==> src/rtl/aes_key_expander_if.sv <==
// Command and round-key stream bundle for the AES key expander.
// Signal suffixes are relative to the expander (slave side).
interface aes_key_expander_if;
    logic         start_i;
    logic [1:0]   key_len_i;
    logic [255:0] key_i;
    logic [127:0] rk_o;
    logic [3:0]   rk_idx_o;
    logic         rk_valid_o;
    logic         rk_ready_i;
    logic         busy_o;
    logic         done_o;
    logic         err_o;

    // Controller / cipher datapath side
    modport master (
        output start_i, key_len_i, key_i, rk_ready_i,
        input  rk_o, rk_idx_o, rk_valid_o, busy_o, done_o, err_o
    );

    // Key expander side
    modport slave (
        input  start_i, key_len_i, key_i, rk_ready_i,
        output rk_o, rk_idx_o, rk_valid_o, busy_o, done_o, err_o
    );
endinterface

==> src/rtl/aes_key_expander.sv <==
// Word-serial AES-128/192/256 key schedule engine. Generates one schedule word per
// cycle (SubWord takes 4/NUM_SBOX cycles) and streams each completed 128-bit round
// key over a valid/ready handshake.
module aes_key_expander #(
    parameter int unsigned NUM_SBOX   = 4,
    parameter bit          ENABLE_256 = 1'b1
) (
    input logic               clk_i,
    input logic               rst_n,
    aes_key_expander_if.slave bus
);

    typedef enum logic [2:0] {StIdle, StLoad, StExpand, StSub, StEmit, StDone} state_e;

    localparam int unsigned SubCycles = 4 / NUM_SBOX;
    localparam logic [1:0]  SubLast   = 2'(SubCycles - 1);

    function automatic logic [7:0] xtime(input logic [7:0] b);
        return {b[6:0], 1'b0} ^ (b[7] ? 8'h1b : 8'h00);
    endfunction

    function automatic logic [7:0] gf_mul(input logic [7:0] a, input logic [7:0] b);
        logic [7:0] p;
        logic [7:0] t;
        p = 8'h00;
        t = a;
        for (int k = 0; k < 8; k++) begin
            if (b[k]) p = p ^ t;
            t = xtime(t);
        end
        return p;
    endfunction

    // S-box as GF(2^8) inverse (x^254, which maps 0 to 0) followed by the affine map
    function automatic logic [7:0] sbox(input logic [7:0] b);
        logic [7:0] s;
        logic [7:0] r;
        s = b;
        r = 8'h01;
        for (int k = 0; k < 7; k++) begin
            s = gf_mul(s, s);
            r = gf_mul(r, s);
        end
        return r ^ {r[6:0], r[7]} ^ {r[5:0], r[7:6]} ^ {r[4:0], r[7:5]} ^ {r[3:0], r[7:4]}
               ^ 8'h63;
    endfunction

    state_e        state_q, state_d;
    logic [5:0]    i_q, i_d;
    logic [2:0]    mod_q, mod_d;        // i mod Nk, tracked alongside i
    logic [255:0]  key_q, key_d;        // shifts left one word per LOAD cycle
    logic [1:0]    key_len_q, key_len_d;
    logic [31:0]   hist_q [8];          // hist_q[0] = w[i-1]
    logic [31:0]   hist_d [8];
    logic [31:0]   coll_q [4];
    logic [31:0]   coll_d [4];
    logic [1:0]    fill_q, fill_d;
    logic [7:0]    rcon_q, rcon_d;
    logic [3:0]    rk_idx_q, rk_idx_d;
    logic [31:0]   sub_word_q, sub_word_d;
    logic [1:0]    sub_cnt_q, sub_cnt_d;
    logic          sub_rcon_q, sub_rcon_d;
    logic          err_q, err_d;

    logic [5:0]    nk;
    logic [2:0]    nk_last;
    logic [3:0]    nr;
    logic [31:0]   w_back;              // w[i-Nk]
    logic          push;
    logic [31:0]   push_word;
    logic          start_illegal;

    // SubWord lanes: the top NUM_SBOX bytes are substituted and rotated to the bottom,
    // so after 4/NUM_SBOX cycles every byte is substituted and back in place.
    logic [8*NUM_SBOX-1:0] lane_in;
    logic [8*NUM_SBOX-1:0] lane_out;
    logic [31:0]           sub_next;

    assign lane_in = sub_word_q[31 -: 8*NUM_SBOX];

    for (genvar g = 0; g < NUM_SBOX; g++) begin : g_lane
        assign lane_out[8*g +: 8] = sbox(lane_in[8*g +: 8]);
    end

    if (NUM_SBOX == 4) begin : g_full
        assign sub_next = lane_out;
    end else begin : g_part
        assign sub_next = {sub_word_q[31-8*NUM_SBOX:0], lane_out};
    end

    assign start_illegal = (bus.key_len_i == 2'd3) || ((bus.key_len_i == 2'd2) && !ENABLE_256);

    // Key-length dependent constants and the w[i-Nk] tap
    always_comb begin
        nk      = 6'd8;
        nk_last = 3'd7;
        nr      = 4'd14;
        w_back  = hist_q[7];
        case (key_len_q)
            2'd0: begin
                nk      = 6'd4;
                nk_last = 3'd3;
                nr      = 4'd10;
                w_back  = hist_q[3];
            end
            2'd1: begin
                nk      = 6'd6;
                nk_last = 3'd5;
                nr      = 4'd12;
                w_back  = hist_q[5];
            end
            default: ;
        endcase
    end

    // Sequencer next state; a word push that fills the collector always diverts to EMIT
    always_comb begin
        state_d    = state_q;
        i_d        = i_q;
        mod_d      = mod_q;
        key_d      = key_q;
        key_len_d  = key_len_q;
        hist_d     = hist_q;
        coll_d     = coll_q;
        fill_d     = fill_q;
        rcon_d     = rcon_q;
        rk_idx_d   = rk_idx_q;
        sub_word_d = sub_word_q;
        sub_cnt_d  = sub_cnt_q;
        sub_rcon_d = sub_rcon_q;
        err_d      = 1'b0;
        push       = 1'b0;
        push_word  = 32'h0;

        case (state_q)
            StIdle: begin
                if (bus.start_i) begin
                    if (start_illegal) begin
                        err_d = 1'b1;
                    end else begin
                        key_d     = bus.key_i;
                        key_len_d = bus.key_len_i;
                        i_d       = 6'd0;
                        mod_d     = 3'd0;
                        fill_d    = 2'd0;
                        rcon_d    = 8'h01;
                        rk_idx_d  = 4'd0;
                        sub_cnt_d = 2'd0;
                        state_d   = StLoad;
                    end
                end
            end
            StLoad: begin
                push      = 1'b1;
                push_word = key_q[255:224];
                key_d     = {key_q[223:0], 32'h0};
                if (i_q + 6'd1 == nk) state_d = StExpand;
            end
            StExpand: begin
                if (mod_q == 3'd0) begin
                    sub_word_d = {hist_q[0][23:0], hist_q[0][31:24]};
                    sub_rcon_d = 1'b1;
                    sub_cnt_d  = 2'd0;
                    state_d    = StSub;
                end else if ((nk == 6'd8) && (mod_q == 3'd4)) begin
                    sub_word_d = hist_q[0];
                    sub_rcon_d = 1'b0;
                    sub_cnt_d  = 2'd0;
                    state_d    = StSub;
                end else begin
                    push      = 1'b1;
                    push_word = w_back ^ hist_q[0];
                end
            end
            StSub: begin
                sub_word_d = sub_next;
                sub_cnt_d  = sub_cnt_q + 2'd1;
                if (sub_cnt_q == SubLast) begin
                    push      = 1'b1;
                    push_word = w_back ^ sub_next ^ (sub_rcon_q ? {rcon_q, 24'h0} : 32'h0);
                    sub_cnt_d = 2'd0;
                    state_d   = StExpand;
                    if (sub_rcon_q) rcon_d = xtime(rcon_q);
                end
            end
            StEmit: begin
                if (bus.rk_ready_i) begin
                    for (int k = 0; k < 4; k++) coll_d[k] = 32'h0;
                    rk_idx_d = rk_idx_q + 4'd1;
                    if (rk_idx_q == nr) begin
                        state_d = StDone;
                    end else if (i_q < nk) begin
                        state_d = StLoad;
                    end else begin
                        state_d = StExpand;
                    end
                end
            end
            StDone: begin
                state_d = StIdle;
            end
            default: begin
                state_d = StIdle;
            end
        endcase

        if (push) begin
            for (int k = 7; k > 0; k--) hist_d[k] = hist_q[k-1];
            hist_d[0]      = push_word;
            coll_d[fill_q] = push_word;
            fill_d         = fill_q + 2'd1;
            i_d            = i_q + 6'd1;
            mod_d          = (mod_q == nk_last) ? 3'd0 : mod_q + 3'd1;
            if (fill_q == 2'd3) state_d = StEmit;
        end
    end

    // State registers with asynchronous abort
    always_ff @(posedge clk_i or negedge rst_n) begin
        if (!rst_n) begin
            state_q    <= StIdle;
            i_q        <= 6'd0;
            mod_q      <= 3'd0;
            key_q      <= '0;
            key_len_q  <= 2'd0;
            for (int k = 0; k < 8; k++) hist_q[k] <= 32'h0;
            for (int k = 0; k < 4; k++) coll_q[k] <= 32'h0;
            fill_q     <= 2'd0;
            rcon_q     <= 8'h01;
            rk_idx_q   <= 4'd0;
            sub_word_q <= 32'h0;
            sub_cnt_q  <= 2'd0;
            sub_rcon_q <= 1'b0;
            err_q      <= 1'b0;
        end else begin
            state_q    <= state_d;
            i_q        <= i_d;
            mod_q      <= mod_d;
            key_q      <= key_d;
            key_len_q  <= key_len_d;
            hist_q     <= hist_d;
            coll_q     <= coll_d;
            fill_q     <= fill_d;
            rcon_q     <= rcon_d;
            rk_idx_q   <= rk_idx_d;
            sub_word_q <= sub_word_d;
            sub_cnt_q  <= sub_cnt_d;
            sub_rcon_q <= sub_rcon_d;
            err_q      <= err_d;
        end
    end

    assign bus.rk_valid_o = (state_q == StEmit);
    assign bus.rk_o       = bus.rk_valid_o ? {coll_q[0], coll_q[1], coll_q[2], coll_q[3]} : '0;
    assign bus.rk_idx_o   = rk_idx_q;
    assign bus.busy_o     = (state_q != StIdle);
    assign bus.done_o     = (state_q == StDone);
    assign bus.err_o      = err_q;

endmodule

==> src/flat_wrapper.sv <==
// flat-port wrapper written by rule: the top's interface ports become plain ports
module aes_key_expander_flat 
#(
    parameter int unsigned NUM_SBOX   = 4,
    parameter bit          ENABLE_256 = 1'b1
)
  (clk_i, rst_n, bus_start_i, bus_key_len_i, bus_key_i, bus_rk_ready_i, bus_rk_o, bus_rk_idx_o, bus_rk_valid_o, bus_busy_o, bus_done_o, bus_err_o);
  aes_key_expander_if bus_i ();
  input logic clk_i;
  input logic rst_n;
  input wire logic [$bits(bus_i.start_i)-1:0] bus_start_i;
  input wire logic [$bits(bus_i.key_len_i)-1:0] bus_key_len_i;
  input wire logic [$bits(bus_i.key_i)-1:0] bus_key_i;
  input wire logic [$bits(bus_i.rk_ready_i)-1:0] bus_rk_ready_i;
  output wire logic [$bits(bus_i.rk_o)-1:0] bus_rk_o;
  output wire logic [$bits(bus_i.rk_idx_o)-1:0] bus_rk_idx_o;
  output wire logic [$bits(bus_i.rk_valid_o)-1:0] bus_rk_valid_o;
  output wire logic [$bits(bus_i.busy_o)-1:0] bus_busy_o;
  output wire logic [$bits(bus_i.done_o)-1:0] bus_done_o;
  output wire logic [$bits(bus_i.err_o)-1:0] bus_err_o;
  assign bus_i.start_i = bus_start_i;
  assign bus_i.key_len_i = bus_key_len_i;
  assign bus_i.key_i = bus_key_i;
  assign bus_i.rk_ready_i = bus_rk_ready_i;
  assign bus_rk_o = bus_i.rk_o;
  assign bus_rk_idx_o = bus_i.rk_idx_o;
  assign bus_rk_valid_o = bus_i.rk_valid_o;
  assign bus_busy_o = bus_i.busy_o;
  assign bus_done_o = bus_i.done_o;
  assign bus_err_o = bus_i.err_o;
  aes_key_expander #(.NUM_SBOX(NUM_SBOX), .ENABLE_256(ENABLE_256)) u_core (.clk_i(clk_i), .rst_n(rst_n), .bus(bus_i));
endmodule
==> config.mk <==
export PLATFORM = sky130hd
export DESIGN_NAME = aes_key_expander_flat
export DESIGN_NICKNAME = d
export VERILOG_FILES = /design/src/rtl/aes_key_expander_if.sv /design/src/rtl/aes_key_expander.sv /design/src/flat_wrapper.sv
export SDC_FILE = /design/constraint.sdc
export NUM_CORES = 2
export LEC_CHECK = 0
export BUFFER_PORTS_ARGS = -buffer_cell sky130_fd_sc_hd__buf_2
export CAP_MARGIN = 40
export CORE_MARGIN = 1
export CORE_UTILIZATION = 30
export DETAILED_ROUTE_END_ITERATION = 8
export PLACE_DENSITY = 0.55
export RECOVER_POWER = 50
export SLEW_MARGIN = 20
export SYNTH_ARGS = -nofsm -noshare
export SYNTH_HDL_FRONTEND = slang
export SYNTH_SLANG_ARGS = --single-unit
==> constraint.sdc <==
create_clock -name clk_i -period 17.2 [get_ports clk_i]
set_input_delay 1.72 -clock clk_i [delete_from_list [all_inputs] [get_ports clk_i]]
set_output_delay 1.72 -clock clk_i [all_outputs]
set_load 0.005 [all_outputs]
Word level (Yosys, flattened, before mapping)
Cells that the tools add are included.

word-level totals
  flip-flop bits (word level) = 704
  logic and storage cells = 1739
  input bits = 262
  output and inout bits = 136

operators by class
  bitwise logic cells = 782
  equal/unequal tests = 20
  order comparisons = 3
  mux-type cells = 882
  add/sub/neg operators = 5
  reductions and logical operators = 23

operator list
  kind                               number
  bitwise XOR 8 bit                  745
  two-way mux 8 bit                  424
  two-way mux 5 bit                  369
  two-way mux 128 bit                4
  two-way mux 256 bit                2
  case mux 256 bit (2 select lines)  1
  two-way mux 32 bit                 7
  bitwise mux 128 bit                1
  case mux 32 bit (2 select lines)   2
  case mux 32 bit (3 select lines)   1
  bitwise XOR 32 bit                 3
  demux 32 bit (select 2 bit)        1
  two-way mux 3 bit                  19
  two-way mux 6 bit                  8
  two-way mux 4 bit                  7
  two-way mux 7 bit                  4
  NOT 1 bit, first input constant    28
  two-way mux 2 bit                  12
  NOT 4 bit                          4
  case mux 4 bit (2 select lines)    2
  case mux 8 bit (2 select lines)    1
  case mux 3 bit (5 select lines)    1
  nonzero test 2 bit                 7
  two-way mux 1 bit                  12
  32 further kinds                   50

Depth between registers and ports, before layout
  word-level depth = 138
  mapped depth = 64
  depth with buffers taken out = 55

Least setup slack after synthesis
No wires, ideal clock.

  path kind = register to register
  start point = reg u_core.sub_word_q[24], in the netlist u_core.lane_in[24]
  end point = reg u_core.coll_q[27] (netlist name)
  arrival time = 15.566 ns
  period minus slack after synthesis = 15.695 ns
  buffers on the path = 7
  setup time = 0.130 ns
  required time = 17.070 ns
  cell stages (with the launch flop) = 61
  slack = 1.505 ns
  cells stage by stage = dfrtp_1 -> ha_1 -> nand2_1 -> xnor2_2 -> inv_2 -> buf_2 -> buf_2 -> buf_1 -> ha_1 -> buf_2 -> clkinv_1 -> nor2_1 -> xnor2_1 -> xnor2_1 -> inv_1 -> clkbuf_1 -> ha_1 -> nand2_1 -> (+25 left out) -> xnor2_2 -> xnor3_2 -> nor2_2 -> xnor2_1 -> xnor3_1 -> xnor2_1 -> xor2_1 -> xnor3_1 -> xnor3_1 -> nor2_1 -> xnor3_1 -> xor3_1 -> xnor3_2 -> xor3_2 -> xnor3_1 -> and2_4 -> a221oi_4 -> o21ai_1

RTL lines
  item                    line                     source
  from (decl)             aes_key_expander.sv:60   logic [31:0] sub_word_q, sub_word_d;
  from (signal assigned)  aes_key_expander.sv:246  sub_word_q <= sub_word_d;
  to (signal assigned)    aes_key_expander.sv:242  coll_q <= coll_d;
  to (decl)               aes_key_expander.sv:55   logic [31:0] coll_q [4];

==> results.cfg <==
[worst_setup_path]
crit_type = flop to flop
crit_end = u_core.coll_q[32]
cp_slowest_cell = xnor3_1
cpPeakStageDelay_ps = 580
crit_path_frequent_cell = xnor3_1
r2r-end = u_core.coll_q[32]
worstPathMaxFanout = 13
crit_arrival_ps = 16900
timing.rr.start = u_core.lane_in[0]
ff2ff_path_depth = 53
r2r_setup_slack_ps = 850
worst_ep_required_time_ps = 17750
worstSetupStartpointType = flop
crit_path_end_kind = flop
startpoint = u_core.lane_in[0]

[synth]
yosysTopAreaCell = dfrtp_1
async_flop_share_pct = 100.0
yosys-top-cells-area = dfrtp_1, xnor2_1, xnor3_1
ys_types = 122
synth_edf_count = 0
synthFlopType = dfrtp_1
syn_area_sq_mm = 0.08865
seq_area_frac_synth_pct = 19.87
syn_nets = 11250
synthCells = 10960
postSynthAreaPerCell_sq_um = 8.092
yosysWarnings = 0
ys_seq_elements = 704
synth_top_area_share_pct = 19.84

[clocking]
clk_latency_ps = 710
cts_made_buffers = 82
cts_sinks = 704
cts-root-buf = clkbuf_16
cts.htree.levels = 3
clk_pin_slew_ps = 60
clockBufferDepth = 3
cts_tree = yes

[timing]
setup_viol = 0
min_period_over_period_pct = 95.05
tightestPinTransition_ps = 9563
maxSlewHeadroom_pct = -537.5
slew_viol_final = 999
fmax_ghz = 0.06117
finClkSkew_ps = 71.09
hold_slack_ps = 402.0
hold_viol = 0
fin_setup_tns_ps = 0
rsz0062_at_grt = no
fin_crit_ps = 16350

[drt]
drt_iter0_markers = 6680
vias = 77900
wl_per_cell_um = 18.96
drtAntennaViolNets = 0
routed_wl_um = 288700
vias_per_cell = 5.115
drc_errors = 0
first_pass_iters = 8

[placed_design]
place_congestion = 0.8835
place_inst = 15030
portBuffers = 397
place.detailed.hpwl_um = 212500

[final_layout]
regArea_sq_mm = 0.01762
multi_input_area_sq_mm = 0.06797
instances_no_fill = 15230
nFillCells = 31090
final_common_cell = nand2_1
drive_gt1_share_pct = 12.78
syn_to_final_growth_pct = 12.48
final_cell_mix = nand2_1, xnor2_1, nor2_1
nNetsFinal = 11510
final_util_pct = 33.94

[job]
maxCapViolCount = 17

[die]
die_x_um = 545.6
core.rowCount = 199
die_h_um = 545.6
core-area_sq_mm = 0.2938
dieArea_sq_mm = 0.2977
initial_core_util_pct = 30.17
ioPinCount = 398

[worst_hold_path]
min-delay-path-class = flop to flop

[global_routing]
grtUsageTotal_pct = 18.69
grt_pass1_wl_um = 448400
antenna_found_initial = 75
gr-total-overflow = 0
grt_pass1_vias = 73570
grt_max_degree = 243

[status]
violations = max-capacitance violations, max-slew violations
status = finished with violations
cells by family after synthesis:
| group | synth area share [%] |
|---|---|
| buf+inv | 4.018 |
| xor+xnor | 34.67 |
| mux | 5.708 |
| fa+ha+maj | 0.4827 |
| simple gates | 20.18 |
| compound gates | 15.06 |
| flops | 19.87 |
per-stage QoR:
stage / instance area, sq um / worst slack (ps)
5_1_grt: 99690 / 9.187
2_1_floorplan: 88650 / 1505
4_1_cts: 99560 / 156.8
6_report: 99710 / 851.4
3_5_place_dp: 96770 / -85.43
3_3_place_gp: 96120 / -248.0
layout make-up:
type                       instances  share of cell area (%)
multi-input combinational       9422                   68.17
tap                             3919                   4.917
inverter                          98                  0.3727
clock buffer                     126                   2.395
timing repair buffer             913                   6.027
antenna                           20                 0.05019
sequential                       704                   17.67
clock inverter                    27                  0.3978
synth_stat cells (all sizes together) (55+ instances only):
library cell	count
dfrtp	703
clkbuf	471
inv	88
xor3	59
xnor3	430
nor3	206
nor2	1233
mux2i	443
xor2	453
and2	170
a211oi	74
a22oi	79
nand2b	55
a31oi	83
o21ai	724
nand2	1941
nor2b	57
xnor2	1625
nand3	311
buf	255
a21oi	517
o22ai	101
o211ai	64
how the worst min path moves through the flow:
stage / endpoint / cells past startpoint / slack (ps) / start
after floorplan: u_core.hist_q[0] / 2 / 440 / u_core.hist_q[0]
after CTS: u_core.hist_q[71] / 2 / 400 / u_core.hist_q[103]
after detailed placement: u_core.hist_q[1] / 2 / 450 / u_core.hist_q[1]
final: u_core.hist_q[71] / 2 / 400 / u_core.hist_q[103]
after global placement: u_core.hist_q[57] / 2 / 450 / u_core.hist_q[57]
after global routing: u_core.hist_q[71] / 2 / 450 / u_core.hist_q[103]
worst max-delay path: cells and delay by family (launching register included):
kind | cells | cell delay (ps)
xor+xnor | 30 | 10060
compound gates | 9 | 2010
fa+ha+maj | 2 | 1020
buf+inv | 5 | 1010
mux | 3 | 900
simple gates | 4 | 660
flops | 1 | 520
per-layer routing:
metal	wire length [um]	GRT usage, %	vias to the layer above
met5	612	0	-
met4	8738	5.599	102
met1	129800	25.31	37300
met2	133600	30.69	2112
met3	15960	2.650	398
li1	-	-	37990
registers in the layout, indices dropped and copies added (netlist names):
name	flops
u_core.hist_q	256
u_core.key_q	256
u_core.coll_q	128
u_core.lane_in	32
u_core.rcon_q	8
u_core.i_q	6
u_core.bus.rk_idx_o	4
u_core.mod_q	3
u_core.state_q	3
u_core.fill_q	2
u_core.key_len_q	2
u_core.sub_cnt_q	2
u_core.bus.err_o	1
u_core.sub_rcon_q	1
repair_timing:
item	4_1_cts	5_1_grt
resized for setup	2	26
setup buffers	0	4
endpoints found under the setup margin	12	115
pin swaps	0	1
cloned	0	0
hold buffers	0	0
Power is left out: the tool's default activity adds up to more than one toggle a clock period on the data nets, which glitch-free logic cannot reach.
